[src/rtl/mac_switch_pkg.sv]
// rtl/mac_switch_pkg.sv - shared constants and types for the MAC lookup arbiter
package mac_switch_pkg;

  localparam int MAC_W  = 48;
  localparam int PORT_W = 3;

  localparam logic [PORT_W-1:0] PORT_FLOOD   = 3'b100;
  localparam logic [PORT_W-1:0] PORT_INVALID = 3'b110;

  typedef enum logic [1:0] {
    ARB_IDLE,
    ARB_ISSUE,
    ARB_WAIT,
    ARB_RESP
  } arb_state_t;

  // Index of the port after idx, wrapping at n; works for non-power-of-two n.
  function automatic int unsigned rr_next(input int unsigned idx, input int unsigned n);
    return (idx + 1 >= n) ? 0 : idx + 1;
  endfunction

endpackage

[src/rtl/rr_arbiter.sv]
// rtl/rr_arbiter.sv - combinational round-robin pick: first requester at or after the pointer
module rr_arbiter #(
  parameter int N     = 4,
  parameter int IDX_W = (N > 1) ? $clog2(N) : 1
) (
  input  logic [N-1:0]     req_i,
  input  logic [IDX_W-1:0] ptr_i,
  output logic [N-1:0]     grant_o,
  output logic [IDX_W-1:0] idx_o,
  output logic             any_o
);

  localparam int SUM_W = IDX_W + 1;

  logic [SUM_W-1:0] cand;
  logic             found;

  always_comb begin
    grant_o = '0;
    idx_o   = '0;
    found   = 1'b0;
    cand    = '0;
    for (int k = 0; k < N; k++) begin
      // ptr_i < N and k < N, so a single conditional subtract wraps correctly
      cand = {1'b0, ptr_i} + SUM_W'(k);
      if (cand >= SUM_W'(N)) begin
        cand = cand - SUM_W'(N);
      end
      if (!found && req_i[cand[IDX_W-1:0]]) begin
        found                     = 1'b1;
        idx_o                     = cand[IDX_W-1:0];
        grant_o[cand[IDX_W-1:0]] = 1'b1;
      end
    end
  end

  assign any_o = found;

endmodule

[src/rtl/mac_lookup_arbiter.sv]
// rtl/mac_lookup_arbiter.sv - shares one mac_learning engine between ingress ports
// Round-robin grant, engine handshake, and a watchdog that turns a missing done into a flood.
module mac_lookup_arbiter
  import mac_switch_pkg::*;
#(
  parameter int NUM_PORTS      = 4,
  parameter int TIMEOUT_CYCLES = 64,
  parameter int CNT_W          = 16
) (
  input  logic                       clk,
  input  logic                       rst,
  input  logic [NUM_PORTS-1:0]       req_valid,
  input  logic [NUM_PORTS*MAC_W-1:0] req_src_mac,
  input  logic [NUM_PORTS*MAC_W-1:0] req_dst_mac,
  output logic [NUM_PORTS-1:0]       req_ready,
  output logic [NUM_PORTS-1:0]       rsp_valid,
  output logic [PORT_W-1:0]          rsp_dst_port,
  output logic                       rsp_timeout,
  output logic [CNT_W-1:0]           timeout_count,
  output logic                       ml_en,
  output logic [MAC_W-1:0]           ml_src_mac,
  output logic [MAC_W-1:0]           ml_dst_mac,
  output logic [PORT_W-1:0]          ml_src_port,
  input  logic                       ml_busy,
  input  logic                       ml_done,
  input  logic [PORT_W-1:0]          ml_dst_port
);

  localparam int IDX_W = (NUM_PORTS > 1) ? $clog2(NUM_PORTS) : 1;
  localparam int TMR_W = $clog2(TIMEOUT_CYCLES + 1);

  arb_state_t            state_q;
  logic [IDX_W-1:0]      ptr_q, ptr_d;
  logic [IDX_W-1:0]      winner_q;
  logic [NUM_PORTS-1:0]  grant_q;
  logic [TMR_W-1:0]      timer_q, timer_d;
  logic [CNT_W-1:0]      timeout_count_q, timeout_count_d;
  logic [NUM_PORTS-1:0]  req_ready_q, rsp_valid_q;
  logic [PORT_W-1:0]     rsp_dst_port_q;
  logic                  rsp_timeout_q;
  logic                  ml_en_q;
  logic [MAC_W-1:0]      ml_src_mac_q, ml_dst_mac_q;
  logic [PORT_W-1:0]     ml_src_port_q;

  logic [NUM_PORTS-1:0]  pick_grant;
  logic [IDX_W-1:0]      pick_idx;
  logic                  pick_any;
  logic                  timeout_hit;

  rr_arbiter #(
    .N     (NUM_PORTS),
    .IDX_W (IDX_W)
  ) u_rr_arbiter (
    .req_i   (req_valid),
    .ptr_i   (ptr_q),
    .grant_o (pick_grant),
    .idx_o   (pick_idx),
    .any_o   (pick_any)
  );

  assign ptr_d           = IDX_W'(rr_next(int'(winner_q), NUM_PORTS));
  assign timer_d         = timer_q + 1'b1;
  assign timeout_hit     = (timer_q == TMR_W'(TIMEOUT_CYCLES - 1));
  assign timeout_count_d = (&timeout_count_q) ? timeout_count_q : timeout_count_q + 1'b1;

  always_ff @(posedge clk or posedge rst) begin
    if (rst) begin
      state_q         <= ARB_IDLE;
      ptr_q           <= '0;
      winner_q        <= '0;
      grant_q         <= '0;
      timer_q         <= '0;
      timeout_count_q <= '0;
      req_ready_q     <= '0;
      rsp_valid_q     <= '0;
      rsp_dst_port_q  <= PORT_INVALID;
      rsp_timeout_q   <= 1'b0;
      ml_en_q         <= 1'b0;
      ml_src_mac_q    <= '0;
      ml_dst_mac_q    <= '0;
      ml_src_port_q   <= '0;
    end else begin
      // Strobes default low so each is a single-cycle pulse
      ml_en_q     <= 1'b0;
      req_ready_q <= '0;
      rsp_valid_q <= '0;
      case (state_q)
        ARB_IDLE: begin
          if (!ml_busy && pick_any) begin
            ml_src_mac_q  <= req_src_mac[pick_idx*MAC_W +: MAC_W];
            ml_dst_mac_q  <= req_dst_mac[pick_idx*MAC_W +: MAC_W];
            ml_src_port_q <= PORT_W'(pick_idx);
            winner_q      <= pick_idx;
            grant_q       <= pick_grant;
            ml_en_q       <= 1'b1;
            req_ready_q   <= pick_grant;
            state_q       <= ARB_ISSUE;
          end
        end
        ARB_ISSUE: begin
          timer_q <= '0;
          ptr_q   <= ptr_d;
          state_q <= ARB_WAIT;
        end
        ARB_WAIT: begin
          timer_q <= timer_d;
          if (ml_done) begin
            rsp_dst_port_q <= ml_dst_port;
            rsp_timeout_q  <= 1'b0;
            rsp_valid_q    <= grant_q;
            state_q        <= ARB_RESP;
          end else if (timeout_hit) begin
            rsp_dst_port_q  <= PORT_FLOOD;
            rsp_timeout_q   <= 1'b1;
            timeout_count_q <= timeout_count_d;
            rsp_valid_q     <= grant_q;
            state_q         <= ARB_RESP;
          end
        end
        ARB_RESP: begin
          state_q <= ARB_IDLE;
        end
        default: begin
          state_q <= ARB_IDLE;
        end
      endcase
    end
  end

  assign req_ready     = req_ready_q;
  assign rsp_valid     = rsp_valid_q;
  assign rsp_dst_port  = rsp_dst_port_q;
  assign rsp_timeout   = rsp_timeout_q;
  assign timeout_count = timeout_count_q;
  assign ml_en         = ml_en_q;
  assign ml_src_mac    = ml_src_mac_q;
  assign ml_dst_mac    = ml_dst_mac_q;
  assign ml_src_port   = ml_src_port_q;

endmodule

[config.mk]
export PLATFORM = sky130hd
export DESIGN_NAME = mac_lookup_arbiter
export DESIGN_NICKNAME = d
export VERILOG_FILES = /design/src/rtl/mac_switch_pkg.sv /design/src/rtl/rr_arbiter.sv /design/src/rtl/mac_lookup_arbiter.sv
export SDC_FILE = /design/constraint.sdc
export NUM_CORES = 1
export LEC_CHECK = 0
export ABC_AREA = 0
export BUFFER_PORTS_ARGS = -buffer_cell sky130_fd_sc_hd__buf_2
export CORE_AREA = 2 2 203 205
export DETAILED_ROUTE_END_ITERATION = 8
export DIE_AREA = 0 0 205 207
export GPL_TIMING_DRIVEN = 0
export REMOVE_ABC_BUFFERS = 1
export SYNTH_ARGS = -nofsm -noshare
export SYNTH_HDL_FRONTEND = slang
export SYNTH_SLANG_ARGS = --single-unit
[constraint.sdc]
create_clock -name clk -period 10.7 [get_ports clk]
set_input_delay 2.14 -clock clk [delete_from_list [all_inputs] [get_ports clk]]
set_output_delay 2.14 -clock clk [all_outputs]
set_load 0.02 [all_outputs]
==> reports/metrics.cfg, run 1 <==
[run_status]
outcome=completed

[yosys]
synthMostInstantiatedCell=nand2_1
synth_common_cells=nand2_1 (170), dfrtp_1 (140), clkbuf_1 (107)
ys_warn_count=0
synthFlopType=dfrtp_1
synth_cell_types=61
ys_ff_latch=142
synth-async-reset-ratio=1.000
ys_top_cells_by_area=dfrtp_1 (31%), a211oi_1 (6.6%), a221oi_1 (6.4%), nand2_1 (5.7%), mux2_2 (4.7%)
synth_edf_count=0
seq_area_frac_synth=0.3190
syn_avg_cell_area_um2=8.220
yosysTopAreaCell=dfrtp_1
syn_area_mm2=0.01115
synth_top_area_frac=0.3143
postSynthCellCount=1356

[pwr]
irDropWorstVdd_mv=0.2342
p_per_area_mw_per_mm2=281.7
p_leak_uw=0.006530
finalPower_uw=4213

[clocking]
clk_latency_ps=460
clkSinkCount=142
root_buffer=clkbuf_16
ctsHoldBuffers=0
cts_setup_buffers=0
cts_buffers=17
cts_tree=done
cts.clk_slew.worst_paths_ps=60
ctsResizeCount=0
htreeDepth=4
clockBufferDepth=2

[route]
drc=0
antenna_left=0
finalWirelength_um=50920
wl_per_cell_um=22.00
drtPass1Iterations=5
drt_iter0_markers=1058
vias=13300
via_per_inst=5.743

[sta]
relSlewSlack=0.05501
layout_min_cycle_time_ps=5860
rsz0062_at_grt=false
setup_violations=0
max_freq_ghz=0.1707
slew_violations=0
clock_skew_ps=8.108
worst_slew_pin_slew_ps=1417
hold_viol_final=0
hold_ws_ps=483.3
finalCritPeriodShare=0.5476

[worst_setup_path]
worstPathCellList=buf_2 > mux4_4 > a211oi_4 > buf_8 > o21a_4 > a21oi_1 > a211oi_1
crit_fanout=95
arrival_ps=6230
end_kind=flip-flop
cpMaxStageDelayCell=mux4_4
critical_path_cell_count=7
start_kind=input port
max_stage_delay_ps=1060
criticalPathCategory=in -> reg
critical_path_buf_inv_count=2
crit_family=compound AO/OA/AOI/OAI gates
required_ps=11070
rr_worst_depth=9

[grt]
grt_pass1_wl_um=76930
grt_pass1_vias=13380
grt-ovfl-total=0
grt_start_max_net_pins=104
track_usage=0.2325
antenna_found_initial=11

[hold_path]
hold_class=reg -> reg
hold_depth=1

[job]
cap_viol_max_count=0

[layout]
syn_to_final_growth_pct=34.19
fin_area_mm2=0.01496
fill_cells=4222
nNetsFinal=2172
final_util=0.3705
drive_above_1_share=0.3628

[place]
place_congestion=0.8085
postPlaceCellArea_mm2=0.01436
dp_hpwl_um=34910
io_buffers=521

[die]
fp.coreArea_mm2=0.04037
start_util=0.2761
dieArea_mm2=0.04244
die_w_um=205
ios=523
rows=74
die_y_um=207

## power breakdown
part           internal (uW)  switching, uW
Combinational            892           1770
Sequential               759            161
Clock                    332            297
## cells in the final DEF (no fill, tap or decap), types with 4 or more instances in the layout
| master | n |
|---|---|
| a2111oi_0 | 53 |
| a211oi_1 | 98 |
| a21o_1 | 4 |
| a21oi_1 | 63 |
| a221oi_1 | 82 |
| and2_1 | 8 |
| and3_1 | 5 |
| buf_12 | 6 |
| buf_16 | 11 |
| buf_2 | 521 |
| buf_8 | 5 |
| clkbuf_16 | 17 |
| dfrtp_1 | 139 |
| diode_2 | 5 |
| ha_1 | 12 |
| inv_1 | 52 |
| inv_6 | 9 |
| inv_8 | 5 |
| mux2_2 | 47 |
| nand2_1 | 170 |
| nand2b_1 | 4 |
| nand3_1 | 12 |
| nand4_1 | 59 |
| nor2_1 | 103 |
| nor2b_1 | 44 |
| nor3b_1 | 54 |
| o21a_1 | 6 |
| o21ai_0 | 14 |
| o221ai_1 | 42 |
| o31ai_1 | 56 |
| xnor2_1 | 10 |
| xor2_1 | 6 |
## kinds of logic (layout without fill, tap and decap cells)
group | count (synthesis) | after routing | synth area share
AO/OA/AOI/OAI | 443 | 443 | 0.3052
XOR/XNOR | 16 | 16 | 0.01257
adder cells (fa/ha/maj) | 12 | 12 | 0.01347
buffers and inverters | 207 | 629 | 0.07801
flip-flops | 142 | 142 | 0.3190
multiplexers | 54 | 54 | 0.05713
other | 1 | 6 | 0.0003364
AND/OR/NAND/NOR | 481 | 481 | 0.2143
## worst reg2reg max path: stages (launching register included)
cell	delay [ps]
dfrtp_4	830
buf_16	370
inv_1	300
ha_1	590
mux2i_4	780
a211o_2	680
buf_16	260
o21a_4	1060
a21oi_1	420
a211oi_1	290
## layer usage
metal | track usage | wire, um
met1 | 0.2744 | 20040
met2 | 0.3940 | 24780
met3 | 0.06498 | 4455
met4 | 0.09700 | 1599
met5 | 0 | 49
## through the flow
stage | setup slack [ps] | TNS, ps | std cells
4_1_cts | 4882 | 0 | 2310
5_1_grt | 4758 | 0 | 2314
3_3_place_gp | -7293 | -623270 | 2256
2_1_floorplan | 1467 | 0 | 1203
3_5_place_dp | 4368 | 0 | 2278
6_report | 4840 | 0 | 2315
## flip-flops by register name (all words and copies together), names as in the netlist
name,cells
timer_q,7
ptr_q,2
grant_q,4
rsp_valid,4
ml_en,1
winner_q,2
state_q,2
ml_src_mac,48
ml_dst_mac,48
rsp_dst_port,3
req_ready,4
timeout_count,16
rsp_timeout,1
## final timing paths
path | from | endpoint | slack, ps
worst max-delay path | req_valid[1] | ml_src_mac[16]$_DFFE_PP0P_ | 4840
max in group asynchronous | rst | ml_src_mac[9]$_DFFE_PP0P_ | 8140
worst max register to register | ptr_q[0]$_DFFE_PP0N_ | ml_src_mac[16]$_DFFE_PP0P_ | 5020
worst min register to register | grant_q[1]$_DFFE_PP0P_ | grant_q[1]$_DFFE_PP0P_ | 480
min in group asynchronous | rst | ml_src_mac[26]$_DFFE_PP0P_ | 1670
worst min-delay path | grant_q[1]$_DFFE_PP0P_ | grant_q[1]$_DFFE_PP0P_ | 480
## cell type report
type	instances	area, um2	area share
Antenna cell	5	12.51	0.0008365
Clock buffer	17	425.4	0.02844
Clock inverter	15	158.9	0.01062
Inverter	54	215.2	0.01439
Multi-Input combinational cell	1007	6815	0.4556
Sequential cell	142	3560	0.2380
Tap cell	532	665.6	0.04450
Timing Repair Buffer	543	3105	0.2076
No activity file was read; power rests on OpenSTA's default activity.
==> inputs of run 2 (changes only) <==
Settings changed: ABC_AREA 0 to 1.
Clock period 10.7 ns to 4.8 ns, I/O delays scaled along.
==> run 2 against run 1 <==
Area after synthesis down 11%. Clock skew up 3.4 ps. Synthesized cell count up 11%. Highest routed layer is now met4. Via count down 17%. Sequential share of layout area up 2.6 points. Hold slack worse by 17 ps. Largest power group unchanged.
==> reports/metrics.cfg, run 2 <==
[sta]
worst_slew_pin_slew_ps=956.9  ; was 1417 ps
setup_violations=0  ; unchanged
clock_skew_ps=11.48  ; was 8.108 ps
relSlewSlack=0.3606  ; was 0.05501
finalCritPeriodShare=0.8938
max_freq_ghz=0.2331
hold_ws_ps=466.4  ; was 483.3 ps
rsz0062_at_grt=false  ; unchanged
timing.final.ws_setup_ps=509.6  ; was 4840 ps
hold_viol_final=0  ; unchanged
slew_violations=0  ; unchanged
layout_min_cycle_time_ps=4290

[place]
io_buffers=521  ; unchanged
pre_cts_ws_ps=-51.29  ; was 4368 ps
dp_hpwl_um=25580  ; was 34910 um
place_congestion=0.9662  ; was 0.8085
postPlaceCellArea_mm2=0.01288  ; was 0.01436 mm2

[grt]
antenna_found_initial=1  ; was 11
grt_start_max_net_pins=105  ; was 104
grt_pass1_wl_um=52880  ; was 76930 um
grt-ovfl-total=0  ; unchanged
track_usage=0.1587  ; was 0.2325
grt_pass1_vias=10020  ; was 13380

[yosys]
syn_area_mm2=0.009943  ; was 0.01115 mm2
yosysTopAreaCell=dfrtp_1  ; unchanged
synth_top_area_frac=0.3523  ; was 0.3143
synthMostInstantiatedCell=nand2_1  ; unchanged
ys_ff_latch=142  ; unchanged
ys_top_cells_by_area=dfrtp_1 (35%), nand2_1 (18%), nand3_1 (11%), inv_1 (10%), or2_2 (3.0%)  ; was dfrtp_1 (31%), a211oi_1 (6.6%), a221oi_1 (6.4%), nand2_1 (5.7%), mux2_2 (4.7%)
synth_edf_count=0  ; unchanged
ys_warn_count=0  ; unchanged
seq_area_frac_synth=0.3576  ; was 0.3190
synth-async-reset-ratio=1.000  ; unchanged
synth_cell_types=42  ; was 61
postSynthCellCount=1499  ; was 1356
syn_avg_cell_area_um2=6.633  ; was 8.220 um2
synthFlopType=dfrtp_1  ; unchanged
synth_common_cells=nand2_1 (466), inv_1 (267), nand3_1 (216)  ; was nand2_1 (170), dfrtp_1 (140), clkbuf_1 (107)

[route]
finalWirelength_um=36750  ; was 50920 um
drt_iter0_markers=839  ; was 1058
wl_per_cell_um=14.64  ; was 22.00 um
antenna_left=0  ; unchanged
via_per_inst=4.373  ; was 5.743
vias=10980  ; was 13300
drtPass1Iterations=5  ; unchanged
drc=0  ; unchanged

[run_status]
outcome=completed  ; unchanged

[pwr]
p_per_area_mw_per_mm2=689.1  ; was 281.7 mW/mm2
power.share.combinational=0.659  ; was 0.632
p_clk_frac=0.133  ; was 0.149
intPower_uw=4315  ; was 1983 uW
pwr-share-seq=0.208  ; was 0.218
irDropWorstVdd_mv=0.4580  ; was 0.2342 mV
power_switching_share=0.5355  ; was 0.5293
finalPower_uw=9289  ; was 4213 uW
p_switching_uw=4975  ; was 2230 uW
p_leak_uw=0.007910  ; was 0.006530 uW

[clocking]
cts_setup_buffers=0  ; unchanged
clk_latency_ps=440  ; was 460 ps
cts_buffers=17  ; unchanged
cts.clk_slew.worst_paths_ps=70  ; was 60 ps
ctsHoldBuffers=0  ; unchanged
cts_tree=done  ; unchanged
htreeDepth=4  ; unchanged
clkSinkCount=142  ; unchanged
clockBufferDepth=2  ; unchanged
root_buffer=clkbuf_16  ; unchanged

[die]
die_w_um=205  ; unchanged
rows=74  ; unchanged
dieArea_mm2=0.04244  ; unchanged
start_util=0.2463  ; was 0.2761
fp.coreArea_mm2=0.04037  ; unchanged
die_y_um=207  ; unchanged
ios=523  ; unchanged

[layout]
multi_input_area_mm2=0.004946  ; was 0.006815 mm2
drive_above_1_share=0.3256  ; was 0.3628
seq_area_mm2=0.003556  ; was 0.003560 mm2
layout_commonest_cell=buf_2  ; unchanged
diodes=0  ; was 5
syn_to_final_growth_pct=35.57  ; was 34.19%
final_util=0.3339  ; was 0.3705
fin_area_mm2=0.01348  ; was 0.01496 mm2
final_cell_mix=buf_2 (521), nand2_1 (465), inv_1 (266)  ; was buf_2 (521), nand2_1 (170), dfrtp_1 (139)
fill_cells=4461  ; was 4222
nNetsFinal=2372  ; was 2172

[hold_path]
min-delay-start=rsp_dst_port[0]$_DFFE_PP0P_  ; was grant_q[1]$_DFFE_PP0P_
worst_hold_path.endpoint=rsp_dst_port[0]$_DFFE_PP0P_  ; was grant_q[1]$_DFFE_PP0P_
hold_class=reg -> reg  ; unchanged
hold_depth=2  ; was 1

[worst_setup_path]
arrival_ps=4620  ; was 6230 ps
start_kind=flip-flop  ; was input port
end_kind=flip-flop  ; unchanged
criticalPathCategory=reg -> reg  ; was in -> reg
timing.rr.start=ptr_q[0]$_DFFE_PP0N_  ; unchanged
timing.rr.end=ml_src_mac[21]$_DFFE_PP0P_  ; was ml_src_mac[16]$_DFFE_PP0P_
required_ps=5130  ; was 11070 ps
ff2ff_setup_slack_ps=510  ; was 5020 ps
crit_fanout=93  ; was 95
rr_worst_depth=13  ; was 9

[job]
cap_viol_max_count=0  ; unchanged

[run 2: repair_timing]
| item | 4_1_cts | 5_1_grt |
|---|---|---|
| gates resized for setup | 0 | 3 |
| cloned | 1 | 3 |
| endpoints found under the setup margin | 3 | 79 |
| pin swaps | 1 | 3 |
[run 2: per-stage QoR]
stage	cells	setup TNS, ps
6_report	2510	0
2_1_floorplan	1416	0
3_5_place_dp	2473	-96.95
4_1_cts	2506	-48.69
3_3_place_gp	2469	-400790
5_1_grt	2510	0
[run 2: power by group through the flow]
stage	logic, uW	clock network [uW]	registers (uW)
floorplan	3760	0	2440
global placement	5400	0	1930
detailed placement	6000	0	1940
CTS	6070	1280	1930
global route	6800	1330	1990
finish	6120	1240	1930
[run 2: cell type report]
type / count / area share
multi-input combinational: 1004 / 0.3669
sequential: 142 / 0.2638
timing repair buffer: 526 / 0.2036
inverter: 274 / 0.07722
tap: 532 / 0.04938
clock buffer: 20 / 0.03239
clock inverter: 12 / 0.006683
[run 2: how the worst max path moves through the flow]
stage / start / endpoint / depth (start not counted)
global placement: rst / ml_src_mac[17]$_DFFE_PP0P_ / 2
finish: ptr_q[0]$_DFFE_PP0N_ / ml_src_mac[21]$_DFFE_PP0P_ / 13
global route: ptr_q[0]$_DFFE_PP0N_ / ml_src_mac[36]$_DFFE_PP0P_ / 13
floorplan: rst / grant_q[0]$_DFFE_PP0P_ / 1
CTS: ptr_q[0]$_DFFE_PP0N_ / ml_src_mac[36]$_DFFE_PP0P_ / 14
detailed placement: ptr_q[0]$_DFFE_PP0N_ / ml_dst_mac[3]$_DFFE_PP0P_ / 13
[run 2: kinds of logic (layout without fill, tap and decap cells)]
logic type | Yosys count | after routing | synth area share
buffers and inverters | 357 | 832 | 0.1497
adder cells (fa/ha/maj) | 12 | 12 | 0.01510
other | 1 | 1 | 0.0003771
XOR/XNOR | 14 | 14 | 0.01233
flip-flops | 142 | 142 | 0.3576
AO/OA/AOI/OAI | 97 | 97 | 0.05185
AND/OR/NAND/NOR | 876 | 880 | 0.4130
[run 2: metal layers]
metal / up-vias / part of all wire / track usage
li1: 5547 / - / -
met1: 4995 / 0.44 / 0.1991
met2: 396 / 0.49 / 0.2721
met3: 39 / 0.059 / 0.03320
met4: 0 / 0.019 / 0.04713
met5: - / 0 / 0
[run 2: critical path, stage by stage (launching register included)]
cell and delay (ps):
dfrtp_1 650, inv_8 90, ha_1 390, inv_1 110, nand3_1 80, nand2_1 110, a21oi_1 90, nand2_2 570
nand3_4 770, buf_16 470, buf_16 230, or2_2 320, nand3_1 80, nand3_1 70
